[src/rtl/hps_ring_readpointer_ctrl_if.sv]
// Avalon-MM slave bus bundle for the ring-buffer read-pointer controller
// (3-bit word address, 32-bit data, read latency 1).
interface hps_ring_readpointer_ctrl_if;
  logic [2:0]  address;
  logic        chipselect;
  logic        read_n;
  logic        write_n;
  logic [31:0] writedata;
  logic [31:0] readdata;

  modport master (
    output address, chipselect, read_n, write_n, writedata,
    input  readdata
  );

  modport slave (
    input  address, chipselect, read_n, write_n, writedata,
    output readdata
  );
endinterface

[src/rtl/hps_ring_readpointer_ctrl.sv]
// Consumer read-pointer owner for an FPGA ring buffer: modulo advance, fill level, threshold irq.
// Define HPS_RDPTR_GRAY_OUT_EN to drive out_port as Gray code (requires DEPTH == 2**PTR_W).
module hps_ring_readpointer_ctrl #(
  parameter int PTR_W   = 9,
  parameter int DEPTH   = 512,
  parameter bit IRQ_RST = 1'b0
) (
  input  logic                         clk,
  input  logic                         reset_n,
  hps_ring_readpointer_ctrl_if.slave   bus,
  input  logic [PTR_W-1:0]             wr_ptr_in,
  output logic [PTR_W-1:0]             out_port,
  output logic                         irq
);

  localparam logic [PTR_W:0] DEPTH_X = (PTR_W+1)'(DEPTH);

`ifdef HPS_RDPTR_GRAY_OUT_EN
  if (DEPTH != (1 << PTR_W)) begin : g_depth_check
    $error("Gray out_port requires DEPTH == 2**PTR_W");
  end
`endif

  logic [PTR_W-1:0] rd_ptr_q, rd_ptr_d;
  logic [PTR_W-1:0] wr_q, wr_d;
  logic [PTR_W-1:0] thresh_q, thresh_d;
  logic [PTR_W-1:0] out_q, out_d;
  logic             irq_en_q, irq_en_d;
  logic             overrun_q, overrun_d;
  logic             bad_ptr_q, bad_ptr_d;
  logic             irq_q, irq_d;
  logic [31:0]      readdata_q, readdata_d;

  logic             wr_en, rd_en;
  logic [PTR_W:0]   rd_x, wr_x, fill;
  logic [PTR_W:0]   adv_n, adv_sum, adv_wrap;
  logic             irq_pend;
  logic             ptr_ok;
  logic [31:0]      rd_mux;

  assign wr_en = bus.chipselect & ~bus.write_n;
  assign rd_en = bus.chipselect & ~bus.read_n;

  // Fill is computed one bit wider than the pointers so the wrap term cannot overflow.
  always_comb begin
    rd_x     = {1'b0, rd_ptr_q};
    wr_x     = {1'b0, wr_q};
    fill     = (wr_x >= rd_x) ? (wr_x - rd_x) : (wr_x + DEPTH_X - rd_x);
    irq_pend = (fill >= {1'b0, thresh_q}) && (fill != '0);
    adv_n    = bus.writedata[PTR_W:0];
    adv_sum  = rd_x + adv_n;
    adv_wrap = adv_sum - DEPTH_X;
    ptr_ok   = ((bus.writedata >> PTR_W) == 32'd0) &&
               ({1'b0, bus.writedata[PTR_W-1:0]} < DEPTH_X);
  end

  always_comb begin
    rd_mux = 32'd0;
    case (bus.address)
      3'd0:    rd_mux = 32'(rd_ptr_q);
      3'd1:    rd_mux = 32'(wr_q);
      3'd2:    rd_mux = 32'(fill);
      3'd4:    rd_mux = 32'(thresh_q);
      3'd5:    rd_mux = {28'd0, irq_pend, bad_ptr_q, overrun_q, irq_en_q};
      default: rd_mux = 32'd0;
    endcase
  end

  always_comb begin
    rd_ptr_d   = rd_ptr_q;
    wr_d       = wr_ptr_in;
    thresh_d   = thresh_q;
    irq_en_d   = irq_en_q;
    overrun_d  = overrun_q;
    bad_ptr_d  = bad_ptr_q;
    readdata_d = readdata_q;

    if (wr_en) begin
      case (bus.address)
        3'd0: begin
          if (ptr_ok) rd_ptr_d  = bus.writedata[PTR_W-1:0];
          else        bad_ptr_d = 1'b1;
        end
        3'd3: begin
          // An over-long advance clamps to the producer pointer sampled last cycle.
          if (adv_n <= fill) begin
            rd_ptr_d = (adv_sum >= DEPTH_X) ? adv_wrap[PTR_W-1:0] : adv_sum[PTR_W-1:0];
          end else begin
            rd_ptr_d  = wr_q;
            overrun_d = 1'b1;
          end
        end
        3'd4: thresh_d = bus.writedata[PTR_W-1:0];
        3'd5: begin
          irq_en_d = bus.writedata[0];
          if (bus.writedata[1]) overrun_d = 1'b0;
          if (bus.writedata[2]) bad_ptr_d = 1'b0;
        end
        default: ;
      endcase
    end

    if (rd_en) readdata_d = rd_mux;

    irq_d = irq_en_q && (irq_pend || overrun_q || bad_ptr_q);

`ifdef HPS_RDPTR_GRAY_OUT_EN
    out_d = rd_ptr_d ^ (rd_ptr_d >> 1);
`else
    out_d = rd_ptr_d;
`endif
  end

  always_ff @(posedge clk or negedge reset_n) begin
    if (!reset_n) begin
      rd_ptr_q   <= '0;
      wr_q       <= '0;
      thresh_q   <= '0;
      out_q      <= '0;
      irq_en_q   <= IRQ_RST;
      overrun_q  <= 1'b0;
      bad_ptr_q  <= 1'b0;
      irq_q      <= 1'b0;
      readdata_q <= 32'd0;
    end else begin
      rd_ptr_q   <= rd_ptr_d;
      wr_q       <= wr_d;
      thresh_q   <= thresh_d;
      out_q      <= out_d;
      irq_en_q   <= irq_en_d;
      overrun_q  <= overrun_d;
      bad_ptr_q  <= bad_ptr_d;
      irq_q      <= irq_d;
      readdata_q <= readdata_d;
    end
  end

  assign bus.readdata = readdata_q;
  assign out_port     = out_q;
  assign irq          = irq_q;

endmodule
[src/flat_wrapper.sv]
// flat-port wrapper written by rule: the top's interface ports become plain ports
module hps_ring_readpointer_ctrl_flat 
#(
  parameter int PTR_W   = 9,
  parameter int DEPTH   = 512,
  parameter bit IRQ_RST = 1'b0
)
  (clk, reset_n, wr_ptr_in, out_port, irq, bus_address, bus_chipselect, bus_read_n, bus_write_n, bus_writedata, bus_readdata);
  hps_ring_readpointer_ctrl_if bus_i ();
  input  logic clk;
  input  logic reset_n;
  input  logic [PTR_W-1:0] wr_ptr_in;
  output logic [PTR_W-1:0] out_port;
  output logic irq;
  input wire logic [$bits(bus_i.address)-1:0] bus_address;
  input wire logic [$bits(bus_i.chipselect)-1:0] bus_chipselect;
  input wire logic [$bits(bus_i.read_n)-1:0] bus_read_n;
  input wire logic [$bits(bus_i.write_n)-1:0] bus_write_n;
  input wire logic [$bits(bus_i.writedata)-1:0] bus_writedata;
  output wire logic [$bits(bus_i.readdata)-1:0] bus_readdata;
  assign bus_i.address = bus_address;
  assign bus_i.chipselect = bus_chipselect;
  assign bus_i.read_n = bus_read_n;
  assign bus_i.write_n = bus_write_n;
  assign bus_i.writedata = bus_writedata;
  assign bus_readdata = bus_i.readdata;
  hps_ring_readpointer_ctrl #(.PTR_W(PTR_W), .DEPTH(DEPTH), .IRQ_RST(IRQ_RST)) u_core (.clk(clk), .reset_n(reset_n), .bus(bus_i), .wr_ptr_in(wr_ptr_in), .out_port(out_port), .irq(irq));
endmodule
[config.mk]
export PLATFORM = sky130hd
export DESIGN_NAME = hps_ring_readpointer_ctrl_flat
export DESIGN_NICKNAME = d
export VERILOG_FILES = /design/src/rtl/hps_ring_readpointer_ctrl_if.sv /design/src/rtl/hps_ring_readpointer_ctrl.sv /design/src/flat_wrapper.sv
export SDC_FILE = /design/constraint.sdc
export NUM_CORES = 1
export LEC_CHECK = 0
export ABC_AREA = 1
export ABC_CLOCK_PERIOD_IN_PS = 8460
export BUFFER_PORTS_ARGS = -buffer_cell sky130_fd_sc_hd__buf_2
export CORE_MARGIN = 1
export CORE_UTILIZATION = 25
export CTS_CLUSTER_SIZE = 20
export DETAILED_ROUTE_END_ITERATION = 12
export GPL_ROUTABILITY_DRIVEN = 0
export PLACE_DENSITY = 0.46
export SLEW_MARGIN = 20
export SYNTH_ARGS = -nofsm -noshare
export SYNTH_HDL_FRONTEND = slang
export SYNTH_SLANG_ARGS = --single-unit
[constraint.sdc]
create_clock -name clk -period 8.46 [get_ports clk]
set_input_delay 0 -clock clk [delete_from_list [all_inputs] [get_ports clk]]
set_output_delay 0 -clock clk [all_outputs]
set_load 0.005 [all_outputs]
==> results.yml <==
status:
  status: "finished clean"
worst_setup_path:
  crit_family: "simple AND/OR/NAND/NOR gates"
  cp_slowest_stage_delay_ns: 0.42
  critical_path_arrival_ns: 3.68
  crit_fanout: 11
  r2r-start: "u_core.rd_ptr_q[0]"
  cpMaxStageDelayCell: "dfrtp_1"
  r2r_slack_ns: 4.99
  critPathKind: "reg -> reg"
  critPathMostFrequentCell: "nand2_1"
  cp-start-kind: "register"
  critPathBufInv: 2
  cp-startpoint: "u_core.rd_ptr_q[0]"
  worstPathRequired_ns: 8.66
  crit_chain: "ha_1, inv_1, fa_1, nand3_1, nand2_1, nand2_2, nand2_1, nand2_1, nand2_1, nor2_2, xnor2_2, ha_1, nand2_1, nor2_2, nand4_1, o211ai_1, nand2_1, inv_2, nand2_1, o211ai_1, nand2_1, o21ai_1"
  end_kind: "register"
  timing.rr.end: "u_core.rd_ptr_q[2]"
  reg2reg_depth: 22
clock_network:
  path_clk_slew_ns: 0.06
  cts.path.max_buffers: 2
  cts-root-buf: "clkbuf_16"
  clkLatencyLatePin_ns: 0.29
  cts_hold_buf: 11
  postCtsSetupBuffers: 0
  cts_buffers: 5
  cts.sinks: 41
  cts_tree: "yes"
  ctsResizeCount: 0
  htreeDepth: 2
logic_synthesis:
  ys_warn_count: 0
  synth_top_area_share_pct: 29.1
  synth-seq-area-share_pct: 29.1
  ys_seq_elements: 41
  synth_edf_count: 0
  synth_top_cell_by_area: "dfrtp_1"
  syn_avg_cell_area_um2: 7.21
  post_synth_num_cell_types: 40
  synthTopCellsByArea: "dfrtp_1 29%, ha_1 13%, nand2_1 13%"
  synthFlopType: "dfrtp_1"
  async_flop_share_pct: 100
  syn_inst: 489
  syn_area_um2: 3530
floorplanning:
  core_um2: 13800
  start_util_pct: 25.5
  io_pins: 91
  die_y_um: 121
  die_x_um: 121
  rows: 43
  die_area_um2: 14600
finish:
  antenna_cells_inserted: 0
  syn2layout_area_growth_pct: 20.6
  final_cell_count_no_fill: 751
  fillers: 1504
  nets: 657
  multi_input_area_um2: 2100
  drive_above_1_share_pct: 17.3
  layout.area.seq_um2: 1030
placed_design:
  dp.cells: 732
  numPortBuffers: 68
  dpl.hpwl_mm: 8.51
drt:
  avgRoutedWirePerCell_um: 13.9
  num_vias: 3390
  drt_first_pass_iters: 4
  drc: 0
  vias_per_cell: 4.51
  drt_iter0_markers: 142
  detail-route-antenna-nets: 0
  routed_wl_mm: 10.5
hold_path:
  hp-class: "in -> reg"
  hold-path-cell-count: 2
  min_to: "u_core.bad_ptr_q"
  hp-start: "bus_writedata[2]"
grt:
  antenna_found_initial: 0
  grt_pass1_vias: 3271
  track_usage_pct: 14.8
  overflow: 0
  grt_max_degree: 42
  grt_pass1_wl_mm: 16.7
sta:
  maxSlewHeadroom_pct: 57.2
  drv_slew: 0
  tightestPinTransition_ns: 0.639
  fin_skew_ns: 0.00483
  rsz0062_at_grt: "false"
  setup_violations: 0
  max_freq_mhz: 288
  period_share_pct: 41.1
  fin_crit_ns: 3.47
  hold_viol_final: 0
  fin_tns_setup_ns: 0
flow_run:
  max-cap-violations: 0
pwr:
  powerDensity_nw_per_um2: 234
  vdd_ir_drop_max_mv: 0.104
  p_leak_nw: 2.26
==> worst max path at each step <==
stage / end / slack, ns / cells past startpoint
3_3_place_gp: u_core.rd_ptr_q[4] / 5.05 / 24
6_report: u_core.rd_ptr_q[2] / 4.99 / 22
5_1_grt: u_core.rd_ptr_q[4] / 4.52 / 23
2_1_floorplan: u_core.rd_ptr_q[7] / 5.43 / 22
3_5_place_dp: u_core.rd_ptr_q[4] / 4.96 / 22
4_1_cts: u_core.rd_ptr_q[2] / 4.95 / 23
==> per-stage QoR <==
stage          total power, mW  hold slack (ns)  utilization (%)  setup WS [ns]  instance area, um2
2_1_floorplan            0.646           -0.296                -           5.43                3600
3_3_place_gp             0.781            0.109             28.8           5.05                3980
3_5_place_dp             0.791            0.109             28.8           4.96                3980
4_1_cts                   1.01           0.0327             30.7           4.95                4250
5_1_grt                   1.09           0.0385             30.7           4.52                4250
6_report                 0.995           0.0342             30.7           4.99                4250
==> layout by cell type, fill, tap and decap left out, types with 7 or more instances in the layout <==
master           n
nand2_1        120
inv_1           72
buf_2           67
dfrtp_1         41
nor2_1          37
a21oi_1         37
ha_1            36
o21ai_0         22
conb_1          22
o211ai_1        14
nand3_1         13
dlygate4sd3_1   11
nand4_1          8
nand2_2          7
==> sequential cells by signal, summed over array words and instances (netlist names) <==
signal	flops
u_core.bus.readdata	10
u_core.thresh_q	9
u_core.bad_ptr_q	1
u_core.overrun_q	1
u_core.rd_ptr_q	9
u_core.irq_en_q	1
u_core.irq	1
u_core.wr_q	9
==> worst reg2reg max path: cells and delay by family (launching register included) <==
kind,cells,cell delay [ns]
xor gates and xnor gates,1,0.10
buffers and inverters,2,0.34
DFF,1,0.42
adders and majority gates,3,0.90
and+or+nand+nor,13,1.30
AOI/OAI and AO/OA,3,0.34
==> power breakdown <==
part / switching (mW) / internal [mW]
clock: 0.0815 / 0.125
sequential: 0.0309 / 0.234
combinational: 0.325 / 0.199
total: 0.437 / 0.558
==> layout make-up <==
class / instances / share of cell area (%)
multi-input cells: 366 / 49.4
flip-flops and latches: 41 / 24.1
repair buffers: 79 / 10.7
clock buffers: 7 / 3.59
well taps: 180 / 5.30
clock inverters: 1 / 0.118
inverters: 77 / 6.83
==> routing by layer <==
layer  routed length, um  part of all wire, %  global-route usage, %  vias to the layer above
met5                   0                    0                      0                        -
met3                 607                  5.8                   2.59                        4
met2                4760                   46                   24.7                      118
met1                5040                   48                   20.2                     1553
li1                    -                    -                      -                     1715
met4                  47                 0.45                   2.62                        0
==> cells in the mapped netlist, types with 7 or more instances <==
cell type  instances
inv_1             72
o211ai_1          14
nand3_1           13
ha_1              36
nand4_1            8
nand2_2            7
o21ai_0           22
nor2_1            37
a21oi_1           37
dfrtp_1           41
nand2_1          120
buf_4             24
==> kinds of logic (layout without fill, tap and decap cells) <==
logic type,count (synthesis),after routing,share of synthesized area (%)
flops,41,41,29.1
simple gates,206,206,25.5
compound gates,90,90,15.0
other cells,1,22,0.106
buf+inv,103,164,13.6
fa+ha+maj,38,38,13.9
xor+xnor,10,10,2.70
Note: power is estimated with default switching activity, not from simulation.
